--- config.mk ---
export PLATFORM = sky130hd
export DESIGN_NAME = target_box_locator
export DESIGN_NICKNAME = d
export VERILOG_FILES = /design/src/rtl/target_box_locator.sv
export SDC_FILE = /design/constraint.sdc
export NUM_CORES = 1
export LEC_CHECK = 0
export CAP_MARGIN = 15
export CORE_MARGIN = 10
export CORE_UTILIZATION = 51
export DETAILED_ROUTE_END_ITERATION = 10
export HOLD_SLACK_MARGIN = 0.05
export PLACE_DENSITY = 0.74
export SKIP_CTS_REPAIR_TIMING = 1
export SLEW_MARGIN = 20
export SYNTH_ARGS = -nofsm -noshare
export SYNTH_HDL_FRONTEND = slang
export SYNTH_SLANG_ARGS = --single-unit
export TNS_END_PERCENT = 1
--- constraint.sdc ---
create_clock -name pixelclk -period 2.3 [get_ports pixelclk]
set_input_delay 0.345 -clock pixelclk [delete_from_list [all_inputs] [get_ports pixelclk]]
set_output_delay 0.345 -clock pixelclk [all_outputs]
set_load 0.1 [all_outputs]
--- src/rtl/target_box_locator.sv ---
// Per-frame bounding-box extractor: tracks min/max column/row of target pixels and
// publishes an exclusive-bound, margin-expanded, clamped box once per frame.
module target_box_locator #(
  parameter logic        VS_ACTIVE = 1'b1,
  parameter logic [11:0] MARGIN    = 12'd4,
  parameter logic [15:0] MIN_PIX   = 16'd64,
  parameter logic [11:0] H_MAX     = 12'd1279,
  parameter logic [11:0] V_MAX     = 12'd719
) (
  input  logic        pixelclk,
  input  logic        reset_n,
  input  logic        i_bin,
  input  logic        i_hsync,
  input  logic        i_vsync,
  input  logic        i_de,
  input  logic [11:0] hcount,
  input  logic [11:0] vcount,
  output logic [11:0] hcount_l,
  output logic [11:0] hcount_r,
  output logic [11:0] vcount_l,
  output logic [11:0] vcount_r,
  output logic        o_box_valid,
  output logic        o_frame_done,
  output logic [15:0] o_pix_count
);

  typedef enum logic [1:0] {SYNC, ACCUM, PUBLISH} state_t;

  state_t      state;
  logic        vs_d;
  logic [11:0] xmin, xmax, ymin, ymax;
  logic [15:0] count;
  logic        fe;
  logic        hit;
  logic        unused_hsync;

  assign unused_hsync = i_hsync;
  assign fe  = (i_vsync == VS_ACTIVE) && (vs_d != VS_ACTIVE);
  assign hit = i_de && i_bin;

  // Lower exclusive bound: min - 1 - MARGIN, floored at 0 instead of wrapping.
  function automatic logic [11:0] lo_bound(input logic [11:0] mn);
    logic [12:0] diff;
    diff = {1'b0, mn} - {1'b0, MARGIN} - 13'd1;
    return (mn > MARGIN) ? diff[11:0] : 12'd0;
  endfunction

  // Upper exclusive bound: max + 1 + MARGIN, capped at one past the last legal index.
  function automatic logic [11:0] hi_bound(input logic [11:0] mx, input logic [11:0] lim_max);
    logic [12:0] sum;
    logic [12:0] lim;
    sum = {1'b0, mx} + {1'b0, MARGIN} + 13'd1;
    lim = {1'b0, lim_max} + 13'd1;
    return (sum > lim) ? lim[11:0] : sum[11:0];
  endfunction

  // NOTE: all state here is sequential, so every assignment uses <= to avoid
  // read-before-write races between blocks sharing the same clock edge.
  always_ff @(posedge pixelclk or negedge reset_n) begin
    if (!reset_n) begin
      state        <= SYNC;
      vs_d         <= VS_ACTIVE;
      xmin         <= 12'hFFF;
      ymin         <= 12'hFFF;
      xmax         <= 12'd0;
      ymax         <= 12'd0;
      count        <= 16'd0;
      hcount_l     <= 12'd0;
      hcount_r     <= 12'd0;
      vcount_l     <= 12'd0;
      vcount_r     <= 12'd0;
      o_box_valid  <= 1'b0;
      o_frame_done <= 1'b0;
      o_pix_count  <= 16'd0;
    end else begin
      vs_d         <= i_vsync;
      o_frame_done <= 1'b0;
      case (state)
        SYNC: begin
          if (fe) begin
            state <= ACCUM;
            xmin  <= 12'hFFF;
            ymin  <= 12'hFFF;
            xmax  <= 12'd0;
            ymax  <= 12'd0;
            count <= 16'd0;
          end
        end
        ACCUM: begin
          if (fe) begin
            state <= PUBLISH;
          end else if (hit) begin
            if (hcount < xmin) xmin <= hcount;
            if (hcount > xmax) xmax <= hcount;
            if (vcount < ymin) ymin <= vcount;
            if (vcount > ymax) ymax <= vcount;
            if (count != 16'hFFFF) count <= count + 16'd1;
          end
        end
        PUBLISH: begin
          // A sparse frame publishes an empty window so the crop stage shows black.
          if (count >= MIN_PIX) begin
            hcount_l    <= lo_bound(xmin);
            hcount_r    <= hi_bound(xmax, H_MAX);
            vcount_l    <= lo_bound(ymin);
            vcount_r    <= hi_bound(ymax, V_MAX);
            o_box_valid <= 1'b1;
          end else begin
            hcount_l    <= 12'd0;
            hcount_r    <= 12'd0;
            vcount_l    <= 12'd0;
            vcount_r    <= 12'd0;
            o_box_valid <= 1'b0;
          end
          o_pix_count  <= count;
          o_frame_done <= 1'b1;
          xmin         <= 12'hFFF;
          ymin         <= 12'hFFF;
          xmax         <= 12'd0;
          ymax         <= 12'd0;
          count        <= 16'd0;
          state        <= ACCUM;
        end
        default: state <= SYNC;
      endcase
    end
  end

endmodule

Word-level counts from Yosys, hierarchy flattened
Cells that the tools add are included.
{"block": "classes", "reduce_logical": 10, "n_eq_ne": 12, "magnitude_cmp": 9, "mux": 36, "n_bitwise": 1, "n_addsub": 9}
{"operator": "two-way mux 12 bit", "n": 22}
{"operator": "one-hot mux 12 bit (3 select lines)", "n": 4}
{"operator": "two-way mux 16 bit", "n": 4}
{"operator": "one-hot mux 16 bit (3 select lines)", "n": 1}
{"operator": "adder 12 x 3 -> 13 bit (second input constant)", "n": 2}
{"operator": "adder 13 x 1 -> 13 bit (second input constant)", "n": 2}
{"operator": "AND reduction 5 bit", "n": 5}
{"operator": "greater-than comparator 12 bit", "n": 2}
{"operator": "greater-than comparator 12 x 3 -> 1 bit (second input constant)", "n": 2}
{"operator": "< comparator 12 bit", "n": 2}
{"operator": "subtractor 12 x 1 -> 12 bit (second input constant)", "n": 2}
{"operator": "subtractor 12 x 3 -> 12 bit (second input constant)", "n": 2}
{"operator": "inequality test 2 bit (second input constant)", "n": 9}
{"operator": "adder 16 x 1 -> 16 bit (second input constant)", "n": 1}
{"operator": ">= comparator 16 x 7 -> 1 bit (second input constant)", "n": 1}
{"operator": "inequality test 16 bit (second input constant)", "n": 1}
{"operator": "greater-than comparator 13 x 10 -> 1 bit (second input constant)", "n": 1}
{"operator": "greater-than comparator 13 x 11 -> 1 bit (second input constant)", "n": 1}
{"operator": "one-hot mux 2 bit (3 select lines)", "n": 1}
{"operator": "two-way mux 2 bit", "n": 2}
{"operator": "nonzero test 3 bit", "n": 1}
{"operator": "equality test 2 x 1 -> 1 bit (second input constant)", "n": 1}
{"operator": "equality test 2 bit (second input constant)", "n": 1}
{"operator": "logical AND 1 bit", "n": 2}
{"operator": "4 further kinds", "n": 5}
{"block": "totals", "elab_cells": 91, "in_bits": 30, "out_inout_bits": 66, "regBits": 133}

Depth between registers and ports, before layout
Gate-level depths: netlist of the first run.
{"block": "logic_depth", "ltp_word": 5, "ltp_mapped": 10, "depth_no_buf": 8}

Worst setup path after synthesis of the first run
OpenSTA, ideal clock, no wires.
{"block": "synth_path", "path_kind": "register to register", "startpoint": "register xmax[10]", "endpoint": "register xmax[10]", "t_arrival_ns": 2.064, "required_time_ns": 2.172, "setup_time_ns": 0.128, "path_stages_with_launch": 11, "synth_period_minus_slack_ns": 2.192, "slack_ns": 0.108, "path_buffers": 2, "path_cell_list": "dfrtp_1 -> buf_2 -> inv_1 -> ha_1 -> and4_1 -> nand4_1 -> a21oi_1 -> a211oi_1 -> a21oi_1 -> buf_4 -> mux2_1"}
{"block": "synth_between", "elab_chain_cells": 3}
{"item": "from (decl)", "line_no": "31", "rtl": "logic [11:0] xmin, xmax, ymin, ymax;"}
{"item": "from (signal assigned)", "line_no": "94", "rtl": "if (hcount > xmax) xmax <= hcount;"}
{"item": "greater-than comparator 12 bit", "line_no": "94"}
{"item": "inequality test 2 bit (no source line)"}
{"item": "AND reduction 5 bit (no source line)"}
Every way passes these cells.
A chain may end at the register's enable or synchronous reset.

Worst setup path after layout of the first run
{"block": "layout_path", "startpoint": "register xmax[10]", "endpoint": "register xmax[4]"}
The elaborated chain is that of the path after synthesis.

==> flow_summary_export.csv, run 1 <==
group,metric,value,unit
outcome,status,"finished clean",
cts,clockRootBuffer,"clkbuf_16",
cts,clock_sinks,133,
floorplan,die_w,144,um
floorplan,fp.coreArea,15100,um^2
route,wl,19.5,mm
setup_path,worstSetupStartpointType,"flip-flop",
worst_hold_path,hp-class,"input port to asynchronous set/reset pin",
sta,min_period,2.26,ns
setup_path,path_class,"flip-flop to flip-flop",
yosys,seq_area_frac_synth,0.431,
final_layout,areaGrowthSynthToFinish,28.6,%
setup_path,endpoint_kind,"flip-flop",
yosys,synth_top_flop_cell,"dfrtp_1",
route,wl_per_cell,16.8,um
route,route.top_layer_used,"met5",
floorplan,num_io_pins,96,
global_routing,antenna_found_initial,1,
route,vias,6353,
setup_path,critPathMaxStageDelay,0.35,ns
yosys,yosys-top-cells-area,"dfrtp_1 35%, ha_1 8.5%, dfstp_2 8.4%",
place,globalplace.congestion,0.919,
global_routing,grt_max_degree,53,
sta,tightest_slew,0.565,ns
cts,htree_levels,4,
route,wl_met1,8.88,mm
cts,cts_buffers,17,
setup_path,crit_family,"compound AO/OA/AOI/OAI gates",
final_layout,n_antenna_cell,0,
setup_path,path_buf_inv,2,
sta,fin_ws,0.0389,ns
route,drc,0,
place,numPortBuffers,94,
final_layout,final_area,10000,um^2
final_layout,seqCellArea,3360,um^2
cts,clock_latency,0.43,ns
route,ant_nets,0,
final_layout,layout_common_cells,"148 x buf_4, 106 x dfrtp_1, 75 x inv_1, 74 x nor2_1, 65 x nand2_1",
final_layout,fillers,1215,
place,post-place-ws,-0.328,ns
yosys,synth_top_area_frac,0.347,
route,route.met3.wl,1.05,mm
yosys,syn_area,7790,um^2
yosys,syn-num-nets,878,
global_routing,track_usage,0.194,
power,p_per_area,1000,nW/um^2
sta,drv_slew,0,
setup_path,path_cells,"inv_1 > ha_1 > and4_1 > nand4_1 > a21oi_2 > a211oi_2 > a21oi_2 > buf_4 > mux2_1",
yosys,synth-async-reset-ratio,1.00,
sta,fmax,0.442,GHz
sta,final.period_utilization,0.983,
floorplan,initial_utilization,0.516,
route,route.met2.wl,9.24,mm
setup_path,required,2.61,ns
route,drt-initial-drc-count,468,
setup_path,path_common_cell,"a21oi_2",
yosys,synth_area_leader_cell,"dfrtp_1",
job,maxCapViolCount,0,
final_layout,fin_nets,1044,
yosys,yosysUniqueCellTypes,73,
yosys,syn_area_per_cell,9.80,um^2
yosys,synth_cells,795,
floorplan,die_height,144,um
place,dp_hpwl,14.1,mm
final_layout,multi_input_area,4070,um^2
power,power_leakage,5.04,nW
place,place_area,9250,um^2
cts,clkSlewWorstSetupHoldPaths,0.06,ns
global_routing,overflow,0,
global_routing,grt_pass1_wl,32.0,mm
setup_path,cp_slowest_cell,"dfrtp_1",
setup_path,arrival,2.57,ns
sta,setup_viol,0,
floorplan,dieArea,20600,um^2
final_layout,final_common_cell,"buf_4",
route,vias_per_cell,5.47,
power,ir_drop,0.569,mV
global_routing,grt_pass1_vias,6414,
cts,cts_tree,"done",
sta,skew,0.00584,ns
final_layout,drive_gt1_frac,0.277,
cts,clockBufferDepth,2,
sta,relSlewSlack,0.619,
route,dr.pass1.iters,5,
floorplan,std_cell_rows,45,
sta,hold_violations,0,
setup_path,cp_max_fo,5,
yosys,yosys_register_bits,133,
yosys,yosys_warnings,0,
sta,rsz0062_at_grt,"yes",
yosys,synth-edff-count,0,
==> worst paths after layout <==
check	from	end	slack [ns]	cells past startpoint
worst max register to register	xmax[10]$_DFFE_PN0P_	xmax[4]$_DFFE_PN0P_	0.04	9
max in group asynchronous	reset_n	ymin[8]$_DFFE_PN1P_	1.12	3
worst max-delay path	xmax[10]$_DFFE_PN0P_	xmax[4]$_DFFE_PN0P_	0.04	9
worst min register to register	hcount_r[1]$_DFFE_PN0P_	hcount_r[1]$_DFFE_PN0P_	0.47	2
worst min-delay path	reset_n	o_pix_count[13]$_DFFE_PN0P_	0.44	2
min in group pixelclk	i_vsync	vs_d$_DFF_PN1_	0.44	1
==> synthesized netlist by cell type (19+ instances only) <==
cell type  count
dfstp_2       25
nand2_1       65
inv_1         75
nand3_1       19
o21ai_1       43
mux2_2        19
dfrtp_1      108
mux2_1        19
xnor2_1       33
ha_1          53
mux2i_1       26
a21oi_1       19
nor2_1        74
==> power breakdown <==
part / internal [mW] / switching (mW) / leakage [nW]
combinational: 1.70 / 2.10 / 2.99
sequential: 2.92 / 0.527 / 1.75
clock: 1.75 / 1.07 / 0.295
==> registers in the layout, summed over array words and instances, names as in the netlist <==
| signal | flops |
|---|---|
| xmax | 12 |
| vcount_l | 12 |
| o_pix_count | 16 |
| hcount_r | 12 |
| hcount_l | 12 |
| o_frame_done | 1 |
| ymin | 12 |
| o_box_valid | 1 |
| xmin | 12 |
| ymax | 12 |
| vcount_r | 12 |
| state | 2 |
| vs_d | 1 |
| count | 16 |
==> routing by layer <==
layer / vias to the layer above / track usage
met2: 134 / 0.307
met1: 3088 / 0.246
met3: 25 / 0.0568
met5: - / 0
met4: 2 / 0.0688
li1: 3104 / -
==> cell families (layout without fill, tap and decap cells) <==
family	count (synthesis)	after routing	synth area share
AND/OR/NAND/NOR	249	249	0.159
AO/OA/AOI/OAI	141	141	0.126
flip-flops	133	133	0.431
adder cells (fa/ha/maj)	53	53	0.0851
XOR/XNOR	45	45	0.0506
multiplexers	64	64	0.0883
buffers and inverters	110	289	0.0597
==> through the flow <==
stage | TNS (ns) | hold slack [ns] | power, mW | instances | util
floorplan | 0 | 0.0494 | 5.89 | 795 | -
global placement | -7.16 | 0.328 | 6.91 | 1122 | 0.613
detailed placement | -8.90 | 0.327 | 7.01 | 1122 | 0.613
CTS | 0 | -0.132 | 9.92 | 1154 | 0.654
global route | -0.610 | 0.433 | 10.7 | 1162 | 0.664
finish | 0 | 0.436 | 10.1 | 1162 | 0.664
==> cell type report <==
| cell class | count | share of cell area |
|---|---|---|
| multi-input cells | 552 | 0.406 |
| flip-flops and latches | 133 | 0.336 |
| repair buffers | 180 | 0.145 |
| clock buffers | 19 | 0.0442 |
| inverters | 77 | 0.0288 |
| well taps | 188 | 0.0235 |
| clock inverters | 13 | 0.0171 |
==> worst reg2reg max path, cell delays in order (launching register included) <==
cell	delay (ns)
dfrtp_1	0.35
inv_1	0.11
ha_1	0.33
and4_1	0.23
nand4_1	0.16
a21oi_2	0.18
a211oi_2	0.07
a21oi_2	0.20
buf_4	0.18
mux2_1	0.32
Power figures use the tool's default switching activity.
==> run 2: changes to the inputs <==
SLEW_MARGIN = 25   (was 20)
==> results of run 2 <==
No change in the layout: final DEF, timing and power equal those of run 1.
